<file path="src/rtl/vga_map_pkg.sv">
// vga_map_pkg -- shared constants, opcodes and the sequencer state type for
// the 40x30 VGA character-map controller.
//
// Optional build macro: VGA_MAP_CTRL_FILL_EN. When it is defined, the FILL
// state exists.
package vga_map_pkg;

    localparam int MAP_COLS  = 40;
    localparam int MAP_ROWS  = 30;
    localparam int MAP_DEPTH = MAP_COLS * MAP_ROWS;
    localparam int MAP_AW    = 12;
    localparam int MAP_DW    = 4;

    localparam logic OP_FILL  = 1'b0;
    localparam logic OP_SHIFT = 1'b1;

    typedef enum logic [2:0] {
        ST_IDLE,
`ifdef VGA_MAP_CTRL_FILL_EN
        ST_FILL,
`endif
        ST_SHIFT,
        ST_FLUSH,
        ST_CLR
    } map_state_t;

    // row * cols built from shifted copies of row, one per set bit of the
    // constant cols. No multiplier is involved.
    function automatic logic [MAP_AW-1:0] row_base(input logic [4:0] row, input int cols);
        logic [MAP_AW-1:0] acc;
        acc = '0;
        for (int i = 0; i < MAP_AW; i++) begin
            if (cols[i]) acc = acc + (MAP_AW'(row) << i);
        end
        return acc;
    endfunction

endpackage

</file>
<file path="src/rtl/vga_map_ctrl_if.sv">
// vga_map_ctrl_if -- command channel between game logic and the map sequencer.
//   cmd_valid/cmd_ready : request / accept handshake
//   cmd_op              : OP_FILL or OP_SHIFT
//   cmd_row             : row to delete for SHIFT
//   cmd_data            : fill value / new row-0 value
//   busy, done          : engine active, one-cycle completion pulse
// Modports: master = game logic, slave = vga_map_ctrl.
interface vga_map_ctrl_if
    import vga_map_pkg::*;
#(
    parameter int DW = MAP_DW
);
    logic          cmd_valid;
    logic          cmd_ready;
    logic          cmd_op;
    logic [4:0]    cmd_row;
    logic [DW-1:0] cmd_data;
    logic          busy;
    logic          done;

    modport master (
        output cmd_valid, cmd_op, cmd_row, cmd_data,
        input  cmd_ready, busy, done
    );

    modport slave (
        input  cmd_valid, cmd_op, cmd_row, cmd_data,
        output cmd_ready, busy, done
    );
endinterface

</file>
<file path="src/rtl/vga_map_addr_gen.sv">
// vga_map_addr_gen -- running map address with row/column down-counters.
//   clk, rst             : clock, synchronous active-high reset
//   load                 : take load_addr / load_rows / up
//   step                 : advance one cell (address +/-1, column count down)
//   load_addr, load_rows : start address and number of rows to sweep
//   up                   : 1 = ascending addresses, 0 = descending
//   addr                 : current address
//   last                 : current cell is the final one of the sweep
module vga_map_addr_gen
    import vga_map_pkg::*;
#(
    parameter int COLS = MAP_COLS,
    parameter int AW   = MAP_AW
) (
    input  logic          clk,
    input  logic          rst,
    input  logic          load,
    input  logic          up,
    input  logic          step,
    input  logic [AW-1:0] load_addr,
    input  logic [4:0]    load_rows,
    output logic [AW-1:0] addr,
    output logic          last
);
    localparam int CW = $clog2(COLS);

    logic [CW-1:0] col_cnt;
    logic [4:0]    row_cnt;
    logic          up_q;

    // NOTE: state is updated with non-blocking assignments so every register
    // sees the pre-edge values of the others, independent of statement order.
    always_ff @(posedge clk) begin
        if (rst) begin
            addr    <= '0;
            col_cnt <= '0;
            row_cnt <= '0;
            up_q    <= 1'b0;
        end else if (load) begin
            addr    <= load_addr;
            col_cnt <= CW'(COLS - 1);
            row_cnt <= load_rows;
            up_q    <= up;
        end else if (step) begin
            addr <= up_q ? addr + 1'b1 : addr - 1'b1;
            if (col_cnt == '0) begin
                col_cnt <= CW'(COLS - 1);
                row_cnt <= row_cnt - 1'b1;
            end else begin
                col_cnt <= col_cnt - 1'b1;
            end
        end
    end

    assign last = (row_cnt == 5'd1) && (col_cnt == '0);
endmodule

</file>
<file path="src/rtl/vga_map_ctrl.sv">
// vga_map_ctrl -- sequencer and port arbiter for the 40x30 character-map RAM.
// Shares the RAM read port between the renderer (always wins) and the engine,
// and the write port between host writes (IDLE only) and the engine.
// Commands: FILL (whole map) and SHIFT (delete a row, shift rows above down,
// clear row 0).
//   clk, rst                           : clock, synchronous active-high reset
//   cmd                                : command channel (slave modport)
//   host_wen/waddr/wdata, host_wready  : single-word host write
//   vga_ren/raddr, vga_rdata           : renderer read port
//   ram_wen/waddr/wdata, ram_ren/raddr : to map RAM
//   ram_rdata                          : from map RAM, 1-cycle latency
// Build macro VGA_MAP_CTRL_FILL_EN enables the FILL command; without it FILL
// is accepted and completes at once with no writes.
module vga_map_ctrl
    import vga_map_pkg::*;
#(
    parameter int COLS = MAP_COLS,
    parameter int ROWS = MAP_ROWS,
    parameter int AW   = MAP_AW,
    parameter int DW   = MAP_DW
) (
    input  logic          clk,
    input  logic          rst,
    vga_map_ctrl_if.slave cmd,
    input  logic          host_wen,
    input  logic [AW-1:0] host_waddr,
    input  logic [DW-1:0] host_wdata,
    output logic          host_wready,
    input  logic          vga_ren,
    input  logic [AW-1:0] vga_raddr,
    output logic [DW-1:0] vga_rdata,
    output logic          ram_wen,
    output logic [AW-1:0] ram_waddr,
    output logic [DW-1:0] ram_wdata,
    output logic          ram_ren,
    output logic [AW-1:0] ram_raddr,
    input  logic [DW-1:0] ram_rdata
);
    map_state_t    state;
    logic          busy_q, done_q;
    logic [DW-1:0] data_q;
    logic          pend_q;          // engine read issued last cycle
    logic [AW-1:0] pend_addr_q;     // destination of that read's data

    logic          gen_load, gen_up, gen_step, gen_last;
    logic [AW-1:0] gen_load_addr, gen_addr;
    logic [4:0]    gen_load_rows;
    logic          eng_rd;
    logic          wen;
    logic [AW-1:0] waddr;
    logic [DW-1:0] wdata;

    // The renderer takes the read port whenever it asks; the engine stalls.
    assign eng_rd = (state == ST_SHIFT) && !vga_ren;

    // NOTE: every signal assigned in always_comb gets a default first, so no
    // path leaves it unassigned and no latch is inferred.
    always_comb begin
        gen_load      = 1'b0;
        gen_up        = 1'b1;
        gen_step      = 1'b0;
        gen_load_addr = '0;
        gen_load_rows = 5'd1;
        case (state)
            ST_IDLE: if (cmd.cmd_valid) begin
                if (cmd.cmd_op == OP_FILL) begin
                    gen_load      = 1'b1;
                    gen_load_rows = 5'(ROWS);
                end else if (cmd.cmd_row == '0) begin
                    gen_load      = 1'b1;
                end else begin
                    // Destination starts at the last cell of the deleted row.
                    gen_load      = 1'b1;
                    gen_up        = 1'b0;
                    gen_load_addr = AW'(row_base(cmd.cmd_row, COLS)) + AW'(COLS - 1);
                    gen_load_rows = cmd.cmd_row;
                end
            end
`ifdef VGA_MAP_CTRL_FILL_EN
            ST_FILL:  gen_step = 1'b1;
`endif
            ST_SHIFT: gen_step = eng_rd;
            ST_FLUSH: gen_load = 1'b1;      // rearm for the row-0 clear
            ST_CLR:   gen_step = 1'b1;
            default:  ;
        endcase
    end

    vga_map_addr_gen #(.COLS(COLS), .AW(AW)) u_addr_gen (
        .clk       (clk),
        .rst       (rst),
        .load      (gen_load),
        .up        (gen_up),
        .step      (gen_step),
        .load_addr (gen_load_addr),
        .load_rows (gen_load_rows),
        .addr      (gen_addr),
        .last      (gen_last)
    );

    always_ff @(posedge clk) begin
        if (rst) begin
            state       <= ST_IDLE;
            busy_q      <= 1'b0;
            done_q      <= 1'b0;
            data_q      <= '0;
            pend_q      <= 1'b0;
            pend_addr_q <= '0;
        end else begin
            done_q <= 1'b0;
            pend_q <= 1'b0;
            case (state)
                ST_IDLE: if (cmd.cmd_valid) begin
                    data_q <= cmd.cmd_data;
                    if (cmd.cmd_op == OP_FILL) begin
`ifdef VGA_MAP_CTRL_FILL_EN
                        state  <= ST_FILL;
                        busy_q <= 1'b1;
`else
                        done_q <= 1'b1;
`endif
                    end else if (cmd.cmd_row >= 5'(ROWS)) begin
                        done_q <= 1'b1;     // nonexistent row: nothing to do
                    end else begin
                        state  <= (cmd.cmd_row == '0) ? ST_CLR : ST_SHIFT;
                        busy_q <= 1'b1;
                    end
                end
`ifdef VGA_MAP_CTRL_FILL_EN
                ST_FILL: if (gen_last) begin
                    state  <= ST_IDLE;
                    busy_q <= 1'b0;
                    done_q <= 1'b1;
                end
`endif
                ST_SHIFT: begin
                    pend_q <= eng_rd;
                    if (eng_rd) pend_addr_q <= gen_addr;
                    if (eng_rd && gen_last) state <= ST_FLUSH;
                end
                ST_FLUSH: state <= ST_CLR;
                ST_CLR: if (gen_last) begin
                    state  <= ST_IDLE;
                    busy_q <= 1'b0;
                    done_q <= 1'b1;
                end
                default: state <= ST_IDLE;
            endcase
        end
    end

    // Write port: host in IDLE, engine otherwise. A pending shift write always
    // lands the cycle after its read, whatever the renderer is doing.
    always_comb begin
        wen   = 1'b0;
        waddr = gen_addr;
        wdata = data_q;
        case (state)
            ST_IDLE: begin
                wen   = host_wen && (host_waddr < AW'(COLS * ROWS));
                waddr = host_waddr;
                wdata = host_wdata;
            end
`ifdef VGA_MAP_CTRL_FILL_EN
            ST_FILL:  wen = 1'b1;
`endif
            ST_CLR:   wen = 1'b1;
            ST_SHIFT, ST_FLUSH: begin
                wen   = pend_q;
                waddr = pend_addr_q;
                wdata = ram_rdata;
            end
            default:  ;
        endcase
    end

    assign ram_wen   = wen;
    assign ram_waddr = wen ? waddr : '0;
    assign ram_wdata = wen ? wdata : '0;

    // Engine reads the source cell one row above the destination.
    assign ram_ren   = vga_ren || eng_rd;
    assign ram_raddr = vga_ren ? vga_raddr : (eng_rd ? gen_addr - AW'(COLS) : '0);
    assign vga_rdata = ram_rdata;

    assign host_wready   = !busy_q;
    assign cmd.cmd_ready = !busy_q;
    assign cmd.busy      = busy_q;
    assign cmd.done      = done_q;
endmodule

</file>
<file path="src/flat_wrapper.sv">
// flat-port wrapper written by rule: the top's interface ports become plain ports
module vga_map_ctrl_flat import vga_map_pkg::*;
#(
    parameter int COLS = MAP_COLS,
    parameter int ROWS = MAP_ROWS,
    parameter int AW   = MAP_AW,
    parameter int DW   = MAP_DW
)
  (clk, rst, host_wen, host_waddr, host_wdata, host_wready, vga_ren, vga_raddr, vga_rdata, ram_wen, ram_waddr, ram_wdata, ram_ren, ram_raddr, ram_rdata, cmd_cmd_valid, cmd_cmd_op, cmd_cmd_row, cmd_cmd_data, cmd_cmd_ready, cmd_busy, cmd_done);
  vga_map_ctrl_if #(.DW(DW)) cmd_i ();
  input  logic clk;
  input  logic rst;
  input  logic host_wen;
  input  logic [AW-1:0] host_waddr;
  input  logic [DW-1:0] host_wdata;
  output logic host_wready;
  input  logic vga_ren;
  input  logic [AW-1:0] vga_raddr;
  output logic [DW-1:0] vga_rdata;
  output logic ram_wen;
  output logic [AW-1:0] ram_waddr;
  output logic [DW-1:0] ram_wdata;
  output logic ram_ren;
  output logic [AW-1:0] ram_raddr;
  input  logic [DW-1:0] ram_rdata;
  input wire logic [$bits(cmd_i.cmd_valid)-1:0] cmd_cmd_valid;
  input wire logic [$bits(cmd_i.cmd_op)-1:0] cmd_cmd_op;
  input wire logic [$bits(cmd_i.cmd_row)-1:0] cmd_cmd_row;
  input wire logic [$bits(cmd_i.cmd_data)-1:0] cmd_cmd_data;
  output wire logic [$bits(cmd_i.cmd_ready)-1:0] cmd_cmd_ready;
  output wire logic [$bits(cmd_i.busy)-1:0] cmd_busy;
  output wire logic [$bits(cmd_i.done)-1:0] cmd_done;
  assign cmd_i.cmd_valid = cmd_cmd_valid;
  assign cmd_i.cmd_op = cmd_cmd_op;
  assign cmd_i.cmd_row = cmd_cmd_row;
  assign cmd_i.cmd_data = cmd_cmd_data;
  assign cmd_cmd_ready = cmd_i.cmd_ready;
  assign cmd_busy = cmd_i.busy;
  assign cmd_done = cmd_i.done;
  vga_map_ctrl #(.COLS(COLS), .ROWS(ROWS), .AW(AW), .DW(DW)) u_core (.clk(clk), .rst(rst), .cmd(cmd_i), .host_wen(host_wen), .host_waddr(host_waddr), .host_wdata(host_wdata), .host_wready(host_wready), .vga_ren(vga_ren), .vga_raddr(vga_raddr), .vga_rdata(vga_rdata), .ram_wen(ram_wen), .ram_waddr(ram_waddr), .ram_wdata(ram_wdata), .ram_ren(ram_ren), .ram_raddr(ram_raddr), .ram_rdata(ram_rdata));
endmodule
</file>
<file path="config.mk">
export PLATFORM = sky130hd
export DESIGN_NAME = vga_map_ctrl_flat
export DESIGN_NICKNAME = d
export VERILOG_FILES = /design/src/rtl/vga_map_pkg.sv /design/src/rtl/vga_map_ctrl_if.sv /design/src/rtl/vga_map_addr_gen.sv /design/src/rtl/vga_map_ctrl.sv /design/src/flat_wrapper.sv
export SDC_FILE = /design/constraint.sdc
export NUM_CORES = 1
export LEC_CHECK = 0
export BUFFER_PORTS_ARGS = -buffer_cell sky130_fd_sc_hd__buf_2
export CAP_MARGIN = 20
export CORE_UTILIZATION = 35
export CTS_BUF_LIST = sky130_fd_sc_hd__clkbuf_8
export CTS_CLUSTER_DIAMETER = 30
export DETAILED_ROUTE_END_ITERATION = 10
export GPL_TIMING_DRIVEN = 1
export PLACE_DENSITY = 0.62
export SYNTH_ARGS = -nofsm -noshare
export SYNTH_HDL_FRONTEND = slang
export SYNTH_HIERARCHICAL = 1
export SYNTH_SLANG_ARGS = --single-unit
</file>
<file path="constraint.sdc">
create_clock -name clk -period 4.89 [get_ports clk]
set_input_delay 0.2445 -clock clk [delete_from_list [all_inputs] [get_ports clk]]
set_output_delay 0.2445 -clock clk [all_outputs]
set_load 0.02 [all_outputs]
</file>
Word-level counts from Yosys, hierarchy flattened
Cells that the tools add are included.
{ "word_totals": {"ff_bits": 46, "out_inout_bits": 38, "inputBits": 47} }
{ "op_classes": {"magnitude_cmp": 2, "n_eq_ne": 9, "addsub": 7, "bitwise": 1, "n_mux": 56, "reduce_logical": 21} }
{ "ops": {"columns": ["operator", "n"], "rows": [
  ["$mux W12", 18],
  ["$mux W5", 7],
  ["$pmux W12 S2", 1],
  ["$mux W6", 3],
  ["$mux W3", 5],
  ["$mux W1", 13],
  ["$add A12 B1 Y12 const B", 1],
  ["$add A12 B10 Y12", 1],
  ["$add A12 B6 Y12 const B", 1],
  ["$lt A12 B11 Y1 const B", 1],
  ["$pmux W3 S4", 1],
  ["$sub A12 B1 Y12 const B", 1],
  ["$sub A12 B6 Y12 const B", 1],
  ["$reduce_and A5 Y1", 2],
  ["$ne A2 B2 Y1 const B", 4],
  ["$pmux W1 S2", 4],
  ["$pmux W4 S2", 1],
  ["$eq A3 B2 Y1 const B", 2],
  ["$logic_not A6 Y1", 1],
  ["$reduce_and A2 Y1", 3],
  ["$reduce_bool A2 Y1", 3],
  ["$reduce_or A2 Y1", 3],
  ["$sub A6 B1 Y6 const B", 1],
  ["$eq A5 B1 Y1 const B", 1],
  ["other kinds (13)", 17]
]} }

Longest topological paths before layout
{ "depth": {"word_depth": 16, "mapped_depth": 11} }

Modules after synthesis
The synthesis kept the hierarchy.
{ "by_module_without_submodules": {"columns": ["module", "seq_area_each_um2", "instances", "area_each_um2", "cells_per_inst"], "rows": [
  ["vga_map_ctrl", 420.4, 1, 1951.9, 294],
  ["vga_map_addr_gen", 480.5, 1, 1586.5, 183]
]} }

Worst setup path after synthesis
Ideal clock, no wire load.
{ "synth_timing": {"kind": "input-to-reg", "startpoint": "input cmd_cmd_row[3]", "endpoint": "register u_core.u_addr_gen.addr[9]", "setup_time_ns": 0.132, "t_required_ns": 4.758, "path_stages": 11, "path_slack_ns": 2.544, "path_buffers": 1, "arrival_ns": 2.214, "cell_sequence": "buf_2 > inv_1 > fa_1 > inv_1 > ha_1 > and4b_1 > a211oi_1 > o211ai_1 > mux2i_1 > a22oi_1 > o22ai_1"} }
{ "synth_between": {"elab_chain_len": 15, "elab_cells_between_ends": 16, "cone_classes": "add/sub: 2; mux: 13; reduce/logical: 1"} }
{ "synth_lines": {"columns": ["element", "line_no", "source"], "rows": [
  ["from (decl)", "flat_wrapper.sv:28", "input wire logic [$bits(cmd_i.cmd_row)-1:0] cmd_cmd_row;"],
  ["$mux W12", "vga_map_ctrl.sv:69", "end else if (cmd.cmd_row == '0) begin"],
  ["$mux W12", "vga_map_ctrl.sv:66", "if (cmd.cmd_op == OP_FILL) begin"],
  ["$mux W12", "vga_map_ctrl.sv:65", "ST_IDLE: if (cmd.cmd_valid) begin"],
  ["$mux W12", "vga_map_ctrl.sv:64", "case (state)"],
  ["$add A12 B10 Y12", "vga_map_pkg.sv:33", "if (cols[i]) acc = acc + (MAP_AW'(row) << i);"],
  ["$mux W12", "vga_map_ctrl.sv:69", null],
  ["$mux W12", "vga_map_ctrl.sv:66", null],
  ["$mux W12", "vga_map_ctrl.sv:65", null],
  ["$mux W12", "vga_map_ctrl.sv:64", null],
  ["$add A12 B6 Y12", "vga_map_ctrl.sv:75", "gen_load_addr = AW'(row_base(cmd.cmd_row, COLS)) + AW'(COLS - 1);"],
  ["$mux W12 *", "vga_map_ctrl.sv:69", null],
  ["$mux W12 *", "vga_map_ctrl.sv:66", null],
  ["$mux W12 *", "vga_map_ctrl.sv:65", null],
  ["$mux W12 *", "vga_map_ctrl.sv:64", null],
  ["via u_core.gen_load_addr[9]", "vga_map_ctrl.sv:46", "logic [AW-1:0] gen_load_addr, gen_addr;"],
  ["$mux W12 *", "vga_map_addr_gen.sv:39", "end else if (load) begin"],
  ["to (signal assigned)", "vga_map_addr_gen.sv:40", "addr <= load_addr;"],
  ["to (signal assigned)", "vga_map_addr_gen.sv:45", "addr <= up_q ? addr + 1'b1 : addr - 1'b1;"],
  ["to (decl)", "vga_map_addr_gen.sv:22", "output logic [AW-1:0] addr,"]
]} }
The timed path passes the listed nets; every way through them passes the cells marked *. The select of a mux whose other input is x is not followed.
A chain may end at the register's enable or synchronous reset.

Worst setup path after layout
{ "layout_timing": {"startpoint": "register u_core.state[1]", "endpoint": "register u_core.u_addr_gen.row_cnt[4]"} }
{ "layout_between": {"elab_chain_len": 5, "elab_cells_between_ends": 12, "cone_classes": "eq/ne: 3; mux: 4; reduce/logical: 5"} }
{ "layout_lines": {"columns": ["element", "line_no", "source"], "rows": [
  ["from (decl)", "vga_map_ctrl.sv:39", "map_state_t state;"],
  ["from (signal assigned)", "vga_map_ctrl.sv:125", "state <= (cmd.cmd_row == '0) ? ST_CLR : ST_SHIFT;"],
  ["$eq A3 B1 Y1", "vga_map_ctrl.sv:54, vga_map_ctrl.sv:64", null],
  ["$logic_and A1 B1 Y1", "vga_map_ctrl.sv:54", "assign eng_rd = (state == ST_SHIFT) && !vga_ren;"],
  ["$pmux W1 S2 *", "vga_map_ctrl.sv:64", null],
  ["via u_core.gen_step", "vga_map_ctrl.sv:45", "logic gen_load, gen_up, gen_step, gen_last;"],
  ["$reduce_bool A2 Y1 (no line) *", null, null],
  ["$reduce_and A2 Y1 (no line) *", null, null],
  ["to (signal assigned)", "vga_map_addr_gen.sv:42", "row_cnt <= load_rows;"],
  ["to (signal assigned)", "vga_map_addr_gen.sv:48", "row_cnt <= row_cnt - 1'b1;"],
  ["to (decl)", "vga_map_addr_gen.sv:28", "logic [4:0] row_cnt;"]
]} }
The timed path passes the listed nets; every way through them passes the cells marked *.

==> results.sh <==
export IMPL_setup_viol=0
export IMPL_cts_max_level=2
export IMPL_die_w_um=103
export IMPL_clock_path_buffers=2
export IMPL_cts_resized=0
export IMPL_final_cell_area_um2=4090
export IMPL_yosysTopAreaCell="dfxtp_1"
export IMPL_cts_tree="yes"
export IMPL_synthSimpleGateAreaFrac_pct=21.6
export IMPL_rr_endpoint="u_core/u_addr_gen/row_cnt[4]"
export IMPL_syn_area_per_cell_um2=7.42
export IMPL_grt_max_degree=47
export IMPL_first_iter_violations=198
export IMPL_synthMuxAreaShare_pct=1.98
export IMPL_grt_antenna_before_repair=0
export IMPL_hp_class="input port to flip-flop"
export IMPL_hpwl_mm=7.35
export IMPL_wl_per_cell_um=14.8
export IMPL_clkSinkCount=45
export IMPL_place_congestion=0.832
export IMPL_synth_nets=548
export IMPL_crit_end="u_core/u_addr_gen/row_cnt[4]"
export IMPL_syn2layout_area_growth_pct=15.6
export IMPL_clkLatencyLatePin_ps=300
export IMPL_synthArstFlopShare_pct=0
export IMPL_drc=0
export IMPL_synth_compound_area_share_pct=28.4
export IMPL_synthFlopType="dfxtp_1"
export IMPL_synth_edf_count=0
export IMPL_syn_cell_area_um2=3540
export IMPL_numCtsBuffers=5
export IMPL_grt_pass1_vias=3225
export IMPL_criticalPathCategory="flip-flop to flip-flop"
export IMPL_ys_warn_count=6
export IMPL_ios=85
export IMPL_core_um2=9770
export IMPL_setup_slack_ps=1910
export IMPL_dieArea_um2=10500
export IMPL_drt_first_pass_iters=5
export IMPL_grt_pass1_wl_mm=15.8
export IMPL_overflow=0
export IMPL_clk_pin_slew_ps=90
export IMPL_cp_end_kind="flip-flop"
export IMPL_antenna_cells=0
export IMPL_synth_top_family_by_area="compound AO/OA/AOI/OAI gates"
export IMPL_max_slew_worst_pin_slew_ps=940
export IMPL_grt_usage_pct=18.9
export IMPL_rrSetupSlack_ps=1910
export IMPL_mostFrequentLayoutCells="84 x buf_2, 74 x nand2_1, 71 x a21oi_1, 45 x dfxtp_1, 38 x nor2_1"
export IMPL_power_density_nw_per_um2=324
export IMPL_finalCritPeriodShare_pct=60.9
export IMPL_postSynthCellCount=477
export IMPL_fin_nets=607
export IMPL_fin_crit_ps=2980
export IMPL_synth_cell_types=66
export IMPL_post_cts_setup_buffers=0
export IMPL_ant_nets=0
export IMPL_synth_xor_xnor_area_share_pct=6.58
export IMPL_yosysSeqAreaShare_pct=25.5
export IMPL_routed_via_count=3598
export IMPL_synth_top_area_share_pct=25.5
export IMPL_placed_area_um2=3970
export IMPL_postCtsHoldBufs=0
export IMPL_crit_arrival_ps=3130
export IMPL_viasPerCell=5.37
export IMPL_rows=36
export IMPL_crit_path_start="u_core/state[1]"
export IMPL_hold_viol=0
export IMPL_synth_seq_cells=45
export IMPL_place_ws_ps=1930
export IMPL_nFillCells=1009
export IMPL_drive_above_1_share_pct=19.7
export IMPL_initial_core_util_pct=36.2
export IMPL_finClkSkew_ps=10.5
export IMPL_whs_ps=178
export IMPL_slew_headroom_pct=36.5
export IMPL_r2r_start="u_core/state[1]"
export IMPL_drv_cap=0
export IMPL_cp_required_ps=5040
export IMPL_drt_total_wl_mm=9.94
export IMPL_fmax_mhz=336
export IMPL_leakagePower_nw=1.84
export IMPL_tns_ps=0
export IMPL_die_h_um=103
export IMPL_synth_area_leaders="dfxtp_1 25%, a21oi_1 10%, nand2_1 7.9%"
export IMPL_rsz0062_at_grt="false"
export IMPL_synthAdderAreaFrac_pct=8.91
export IMPL_cts_root_buf="clkbuf_8"
export IMPL_status="completed"
export IMPL_start_kind="flip-flop"
export IMPL_crit_path_max_fanout=21
export IMPL_numPortBuffers=84
export IMPL_peakVddDrop_mv=0.136
export IMPL_reg2reg_depth=9
export IMPL_final_common_cell="buf_2"
export IMPL_drv_slew=0
final cells by class:
type	instances	area (um^2)	area share [%]
flip-flops and latches	45	901	22.0
inverters	22	82.6	2.02
multi-input cells	376	2390	58.4
well taps	133	166	4.07
repair buffers	86	435	10.6
clock inverters	2	33.8	0.826
clock buffers	6	82.6	2.02
worst min-delay path by stage:
stage                                 startpoint                        end  depth (start not counted)
final                            cmd_cmd_data[3]           u_core/data_q[3]                          3
after global routing             cmd_cmd_data[3]           u_core/data_q[3]                          3
after CTS                        cmd_cmd_data[3]           u_core/data_q[3]                          3
after detailed placement  u_core/pend_addr_q[11]     u_core/pend_addr_q[11]                          2
after global placement     u_core/pend_addr_q[1]      u_core/pend_addr_q[1]                          2
after floorplan                              rst  u_core/u_addr_gen/addr[8]                          1
cells by family after synthesis:
family / count (synthesis)
AOI/OAI and AO/OA: 158
xor gates and xnor gates: 25
adders and majority gates: 24
buffers and inverters: 56
DFF: 45
muxes: 7
other: 1
and+or+nand+nor: 161
through the flow:
stage	utilization, %	power [W]	cells
floorplan	-	0.000889	477
global placement	40.6	0.00102	661
detailed placement	40.6	0.00103	661
CTS	41.8	0.00132	669
global route	41.8	0.00142	670
finish	41.8	0.00133	670
worst max-delay path, stage by stage, from the launching register on:
cell and delay (ps):
dfxtp_1 390, inv_1 80, ha_1 220, nand2b_1 550, nand2b_1 640, and2_1 390
and2_4 200, nand3_2 80, xor2_1 180, a211oi_2 90
power breakdown:
group | internal [W] | leakage (nW) | switching (W) | total, W
Sequential | 0.000399 | 0.368 | 0.0000514 | 0.000451
Combinational | 0.000236 | 1.41 | 0.000348 | 0.000584
Clock | 0.000165 | 0.0626 | 0.000127 | 0.000292
routing by layer:
metal / global-route usage, % / part of all wire (%) / vias up
li1: - / - / 1804
met1: 27.6 / 49 / 1712
met2: 29.9 / 46 / 76
met3: 1.90 / 3.8 / 6
met4: 4.18 / 0.74 / 0
met5: 0 / 0 / -
sequential cells by signal, summed over array words and instances, names as in the netlist:
register / cells
u_core/cmd.busy: 1
u_core/cmd.done: 1
u_core/data_q: 4
u_core/pend_addr_q: 12
u_core/pend_q: 1
u_core/state: 2
u_core/u_addr_gen/addr: 12
u_core/u_addr_gen/col_cnt: 6
u_core/u_addr_gen/row_cnt: 5
u_core/u_addr_gen/up_q: 1
synthesized netlist by cell type (2+ instances only):
cell      count
a211o_1       2
a211oi_1      5
a21o_1       10
a21oi_1      71
a221oi_1      4
a22oi_1      18
a31oi_1       3
and2_1        4
and3_1        3
and4_1        2
buf_1         3
buf_2         4
buf_4         5
buf_6         2
clkbuf_1     20
dfxtp_1      45
fa_1          2
ha_1         22
inv_1        21
mux2i_1       7
nand2_1      74
nand2b_1      4
nand3_1       3
nand4_1       3
nor2_1       38
nor2b_1       6
nor3_1        8
nor3b_1       3
nor4_1        2
nor4bb_1      2
o211ai_1      4
o21ai_0      14
o21ai_1       4
o22ai_1       3
o31ai_1       3
xnor2_1      14
xor2_1       10
Note: power is estimated with default switching activity, not from simulation.
